==> config.mk <==
export PLATFORM = sky130hd
export DESIGN_NAME = multi_channel_pulse_gen
export DESIGN_NICKNAME = d
export VERILOG_FILES = /design/src/rtl/multi_channel_pulse_gen.sv
export SDC_FILE = /design/constraint.sdc
export NUM_CORES = 1
export LEC_CHECK = 0
export BUFFER_PORTS_ARGS = -buffer_cell sky130_fd_sc_hd__buf_2
export CORE_ASPECT_RATIO = 0.8
export CORE_UTILIZATION = 38
export DETAILED_ROUTE_END_ITERATION = 8
export GPL_ROUTABILITY_DRIVEN = 0
export PLACE_DENSITY = 0.67
export SETUP_SLACK_MARGIN = 0.1
export SLEW_MARGIN = 10
export SYNTH_ARGS = -nofsm -noshare
export SYNTH_HDL_FRONTEND = slang
export SYNTH_SLANG_ARGS = --single-unit
==> constraint.sdc <==
create_clock -name clk_i -period 4.48 [get_ports clk_i]
set_input_delay 0.448 -clock clk_i [delete_from_list [all_inputs] [get_ports clk_i]]
set_output_delay 0.448 -clock clk_i [all_outputs]
set_load 0.02 [all_outputs]
==> src/rtl/multi_channel_pulse_gen.sv <==
// N_CH independent periodic/one-shot pulse channels sharing one tick prescaler.
// pulse_o/busy_o are registered (one edge after the deciding sample); no backpressure.
module multi_channel_pulse_gen #(
  parameter int N_CH     = 4,
  parameter int CNT_W    = 27,
  parameter int PRESCALE = 1,
  parameter int PULSE_W  = 1
) (
  input  logic                    clk_i,
  input  logic                    rst_ni,
  input  logic [N_CH-1:0]         en_i,
  input  logic [N_CH-1:0]         mode_i,
  input  logic [N_CH-1:0]         start_i,
  input  logic [N_CH*CNT_W-1:0]   period_i,
  output logic [N_CH-1:0]         pulse_o,
  output logic [N_CH-1:0]         busy_o
);

  localparam int SW = $clog2(PULSE_W + 1);
  localparam logic [SW-1:0] STR_RELOAD = SW'(PULSE_W - 1);

  typedef enum logic {
    ST_IDLE = 1'b0,
    ST_RUN  = 1'b1
  } state_e;

  logic tick;

  generate
    if (PRESCALE == 1) begin : g_no_prescale
      assign tick = 1'b1;
    end else begin : g_prescale
      localparam int PS_W = $clog2(PRESCALE);
      localparam logic [PS_W-1:0] PS_LAST = PS_W'(PRESCALE - 1);

      logic [PS_W-1:0] ps_q;
      logic [PS_W-1:0] ps_d;

      assign tick = (ps_q == PS_LAST);
      assign ps_d = tick ? '0 : ps_q + PS_W'(1);

      always_ff @(posedge clk_i or negedge rst_ni) begin
        if (!rst_ni) begin
          ps_q <= '0;
        end else begin
          ps_q <= ps_d;
        end
      end
    end
  endgenerate

  for (genvar i = 0; i < N_CH; i++) begin : g_ch
    state_e           state_q, state_d;
    logic [CNT_W-1:0] cnt_q, cnt_d;
    logic [CNT_W-1:0] plat_q, plat_d;
    logic             mlat_q, mlat_d;
    logic [SW-1:0]    str_q, str_d;
    logic             pulse_q, pulse_d;
    logic [CNT_W-1:0] period_sel;

    assign period_sel = period_i[i*CNT_W +: CNT_W];

    always_comb begin
      state_d = state_q;
      cnt_d   = cnt_q;
      plat_d  = plat_q;
      mlat_d  = mlat_q;
      str_d   = str_q;
      pulse_d = 1'b0;

      if (str_q != '0) begin
        str_d   = str_q - SW'(1);
        pulse_d = 1'b1;
      end

      // Disable wins over entry, fire and any stretch in progress.
      if (!en_i[i]) begin
        state_d = ST_IDLE;
        cnt_d   = '0;
        str_d   = '0;
        pulse_d = 1'b0;
      end else begin
        case (state_q)
          ST_IDLE: begin
            if (!mode_i[i] || start_i[i]) begin
              state_d = ST_RUN;
              cnt_d   = '0;
              plat_d  = period_sel;
              mlat_d  = mode_i[i];
            end
          end
          ST_RUN: begin
            if (tick) begin
              if (cnt_q == plat_q) begin
                pulse_d = 1'b1;
                str_d   = STR_RELOAD;
                cnt_d   = '0;
                plat_d  = period_sel;
                mlat_d  = mode_i[i];
                if (mlat_q) begin
                  state_d = ST_IDLE;
                end
              end else begin
                cnt_d = cnt_q + CNT_W'(1);
              end
            end
          end
          default: state_d = ST_IDLE;
        endcase
      end
    end

    always_ff @(posedge clk_i or negedge rst_ni) begin
      if (!rst_ni) begin
        state_q <= ST_IDLE;
        cnt_q   <= '0;
        plat_q  <= '0;
        mlat_q  <= 1'b0;
        str_q   <= '0;
        pulse_q <= 1'b0;
      end else begin
        state_q <= state_d;
        cnt_q   <= cnt_d;
        plat_q  <= plat_d;
        mlat_q  <= mlat_d;
        str_q   <= str_d;
        pulse_q <= pulse_d;
      end
    end

    assign pulse_o[i] = pulse_q;
    assign busy_o[i]  = (state_q == ST_RUN);
  end

endmodule

=== Word level (Yosys, flattened, before mapping) ===
Cells that the tools add are included.

* Add/subtract/negate cells: 8
* Equality and inequality tests: 16
* Multiplexer cells: 92
* Bitwise gates (word level): 4
* Reduce and logical (&&, ||, !) cells: 12

{| class="wikitable"
|+ Operator list
! cell !! count
|-
| two-way mux 27 bit || 20
|-
| case mux 27 bit (2 select lines) || 8
|-
| adder 27 x 1 -> 27 bit, second input constant || 4
|-
| equality test 27 bit || 4
|-
| two-way mux 1 bit || 56
|-
| case mux 1 bit (2 select lines) || 8
|-
| inequality test 3 bit, second input constant || 4
|-
| AND reduction 3 bit || 4
|-
| inequality test 2 x 1 -> 1 bit, second input constant || 4
|-
| inequality test 2 bit, second input constant || 4
|-
| logical NOT 1 bit || 4
|-
| logical OR 1 bit || 4
|-
| inverter 1 bit || 4
|-
| subtractor 1 bit, second input constant || 4
|}

* Register bits: 232
* Input bits: 122
* Output and inout port bits: 8
* Word-level logic and storage cells: 156

=== Longest topological paths before layout ===
* Depth after elaboration: 5
* Mapped depth: 9
* Mapped depth without buffers: 7

=== Worst setup path before layout ===
No wires, ideal clock.

* Kind: reg-to-reg
* Start: register g_ch[0].cnt_q[23]
* End: register g_ch[0].plat_q[10]
* Setup time: 0.125 ns
* Data arrival time: 1.978 ns
* Required time: 4.355 ns
* Setup slack: 2.377 ns
* Stages on the path, launching flop included: 10
* Path buffers: 3
* Period minus slack after synthesis: 2.103 ns
* Cell sequence: dfrtp_1 buf_6 xor2_1 nor4_2 and3_1 nand2_2 a21o_1 buf_6 buf_12 mux2_4

* Cells in the longest elaborated chain, start to end: 3

{| class="wikitable"
|+ Ends and longest elaborated chain
! element !! RTL line !! RTL
|-
| start: declaration || 54 || <nowiki>logic [CNT_W-1:0] cnt_q, cnt_d;</nowiki>
|-
| start signal: assignment || 123 || <nowiki>cnt_q <= cnt_d;</nowiki>
|-
| equality test 27 bit || 94 || <nowiki>if (cnt_q == plat_q) begin</nowiki>
|-
| inequality test 2 x 1 -> 1 bit (no line) || n/a ||
|-
| AND reduction 3 bit (no line) || n/a ||
|-
| end signal: assignment || 124 || <nowiki>plat_q <= plat_d;</nowiki>
|-
| end: declaration || 55 || <nowiki>logic [CNT_W-1:0] plat_q, plat_d;</nowiki>
|}

No other way between the ends.
A chain may end at the register's enable or synchronous reset.

=== Final worst setup path ===
* Start: register g_ch[1].cnt_q[8]
* End: register g_ch[1].plat_q[21]

* Cells in the longest elaborated chain, start to end: 3

{| class="wikitable"
|+ Ends and longest elaborated chain
! element !! RTL line
|-
| start: declaration || 54
|-
| start signal: assignment || 123
|-
| equality test 27 bit || 94
|-
| inequality test 2 x 1 -> 1 bit (no line) || n/a
|-
| AND reduction 3 bit (no line) || n/a
|-
| end signal: assignment || 124
|-
| end: declaration || 55
|}

No other way between the ends.

==> impl_results.md <==
- CTS H-tree lvls: 1
- # setup viols final: 0
- Final WL: 27100 µm
- WP data arrival: 3140 ps
- Tot GR Track Use: 0.171
- CP Max Fanout: 28
- DR iter-0 viols: 462
- FF+latch count, synth: ~230
- Vias in the first global route: 8344
- # nets final: around 1300
- CTS tree: built
- Initial Util: 0.389
- Worst Setup Path Type: reg -> reg
- Number of routed nets with antenna violations: 0
- Routed wire length per instance: 16.7 µm
- Top routing layer in use: met4
- First-pass GRT wire length: approximately 44000 µm
- Syn. warnings: 0
- Syn avg cell area: around 11 µm²
- Clock buffer count from CTS: 26
- Final Cycle Share: 0.612
- Status: complete, no violations
- Metal-1 WL: around 13000 µm
- Global route total overflow: 0
- Num rows: 57
- Hold Path Class: in -> async
- Post-CTS setup buffers: 0
- Clock Latency Late Sink: around 520 ps
- RSZ-0062 raised after global routing: false
- Die Wd: 200 µm
- Peak supply drop: about 300 µV
- R2R setup slack: ~1700 ps
- Worst relative slew slack: 0.200
- Root Buffer: clkbuf_16
- Hold bufs inserted after CTS: 0
- Layout cells sized above 1: 0.250
- Leak: roughly 5.8 nW
- Placeable Area: between 0.03 and 0.04 mm²
- Largest net degree at the start of global routing: approximately 140
- Reg clk slew, reported paths: roughly 60 ps
- Max cap viols: 0
- CTS sink count: 228
- Residual DRC count: 0
- Area grow syn2layout: 14.3%
- Clock buffer depth: 3
- Vias per inst: ~5.3
- Slew @ Worst Pin: ~1200 ps
- Max-slew violations: 0
- Ys flop type: dfrtp_1
- Asr flop ratio synth: 1.00
- Die ar.: 0.0319 mm²
- Fin Hold WS: 48.2 ps
- Filler cells: between 2000 and 3000
- Dpl hpwl: 18800 µm
- Mapped Cells: between 1000 and 1500
- Pwr/cell area: approximately 390 mW/mm²
- Seq/Total Area, Yosys: 0.481
- Pre-antenna DRT Iters: 5
- Syn nets: 1220
- Hold Vio Cnt, Final: 0
- Clk_skew: slightly below 6 ps
- Tmin final: 2740 ps
- Synthesized area: roughly 0.012 mm²
- # resized after CTS: 0
- Setup_tns: 0 ps
- Initial antenna violation count: 1
- Critical Path RT: 4880 ps
- Vias post-DR: approximately 8600
- Met3 wire length: roughly 1200 µm
- Footprint of the multi-input gates: around 0.0057 mm²
- I/O Buffers: 129
- F_max: 0.365 GHz
- Worst setup EP type: flip-flop
- CP startpoint kind: flip-flop
- Io pins: 130
- Sequential cell area: approximately 0.0057 mm²
- Unique cell type count in the Yosys netlist: 50
- Number of flops mapped to enable cells by yosys: 0
- Met2 WL: between 10000 and 15000 µm
- Die H: approximately 160 µm
## synthesized netlist by cell type (all sizes together), types with 16 or more instances
master,count,area share
dfrtp,228,0.48
mux2,116,0.12
xnor2,101,0.075
nand2,83,0.026
a31oi,75,0.040
a21oi,57,0.024
buf,51,0.032
nand3,51,0.022
nor2,50,0.016
nand4,42,0.022
o21ai,26,0.011
and3,24,0.013
clkbuf,21,0.0066
nand2b,20,0.011
a41oi,16,0.012
## final timing paths
kind | to | from | cells past startpoint
max reg2reg | g_ch[1].plat_q[21] | g_ch[1].cnt_q[8] | 6
min in group clk_i | g_ch[1].plat_q[8] | period_i[35] | 2
max in group asynchronous | g_ch[0].cnt_q[24] | rst_ni | 2
min | g_ch[1].cnt_q[10] | rst_ni | 1
min reg2reg | g_ch[1].state_q | g_ch[1].mlat_q | 1
max | g_ch[1].plat_q[21] | g_ch[1].cnt_q[8] | 6
## placed cells by master (no fill, tap or decap), drive strengths merged, types with 42 or more instances in the layout
| cell | netlist | layout |
|---|---|---|
| dfrtp | 228 | 228 |
| buf | 51 | 134 |
| mux2 | 116 | 116 |
| xnor2 | 101 | 101 |
| nand2 | 83 | 83 |
| a31oi | 75 | 75 |
| a21oi | 57 | 57 |
| nand3 | 51 | 51 |
| nor2 | 50 | 50 |
| nand4 | 42 | 42 |
## cells by family after synthesis
kind of cell	count (synthesis)	synth area share
buffers and inverters	84	0.0423
xor gates and xnor gates	115	0.0849
and+or+nand+nor	328	0.146
DFF	228	0.481
AOI/OAI and AO/OA	209	0.111
muxes	126	0.131
adders and majority gates	4	0.00422
## registers in the layout (all words and copies together) (netlist names)
register	cells
g_ch.cnt_q	108
g_ch.plat_q	108
g_ch.mlat_q	4
g_ch.pulse_q	4
g_ch.state_q	4
## area by class of cell
| class | instances | share of cell area |
|---|---|---|
| Inverter | 12 | 0.00332 |
| Timing Repair Buffer | 134 | 0.0520 |
| Clock inverter | 11 | 0.00840 |
| Clock buffer | 37 | 0.0570 |
| Sequential cell | 228 | 0.421 |
| Multi-Input combinational cell | 782 | 0.420 |
| Antenna cell | 1 | 0.000185 |
| Tap cell | 413 | 0.0381 |
## through the flow
step                std cells  total power [W]   util  area (µm²)  setup slack [ps]
finish                   1618          0.00525  0.444       13600              1740
global route             1618          0.00550  0.444       13600              1550
CTS                      1617          0.00533  0.444       13600              1690
detailed placement       1569          0.00312  0.415       12700              1710
global placement         1569          0.00310  0.415       12700              1790
floorplan                1094          0.00291      -       11900              2380
## power breakdown
group,leakage (nW),internal [W],switching (W)
clock network,0.437,0.00132,0.000864
logic,2.40,0.000381,0.000275
registers,2.92,0.00225,0.000162
## per-layer routing
layer | GRT usage | vias to the layer above
met5 | 0 | -
met2 | 0.252 | 211
met1 | 0.259 | 4214
met4 | 0.0461 | 0
li1 | - | 4141
met3 | 0.0262 | 36
## worst max-delay path, stage by stage, from the launching register on
cell and delay, ps:
dfrtp_1 460, xnor2_1 180, nand3_1 130, nor3_1 570, nand2_1 160, a21o_1 620, mux2_1 500
No activity file was read; power rests on OpenSTA's default activity.
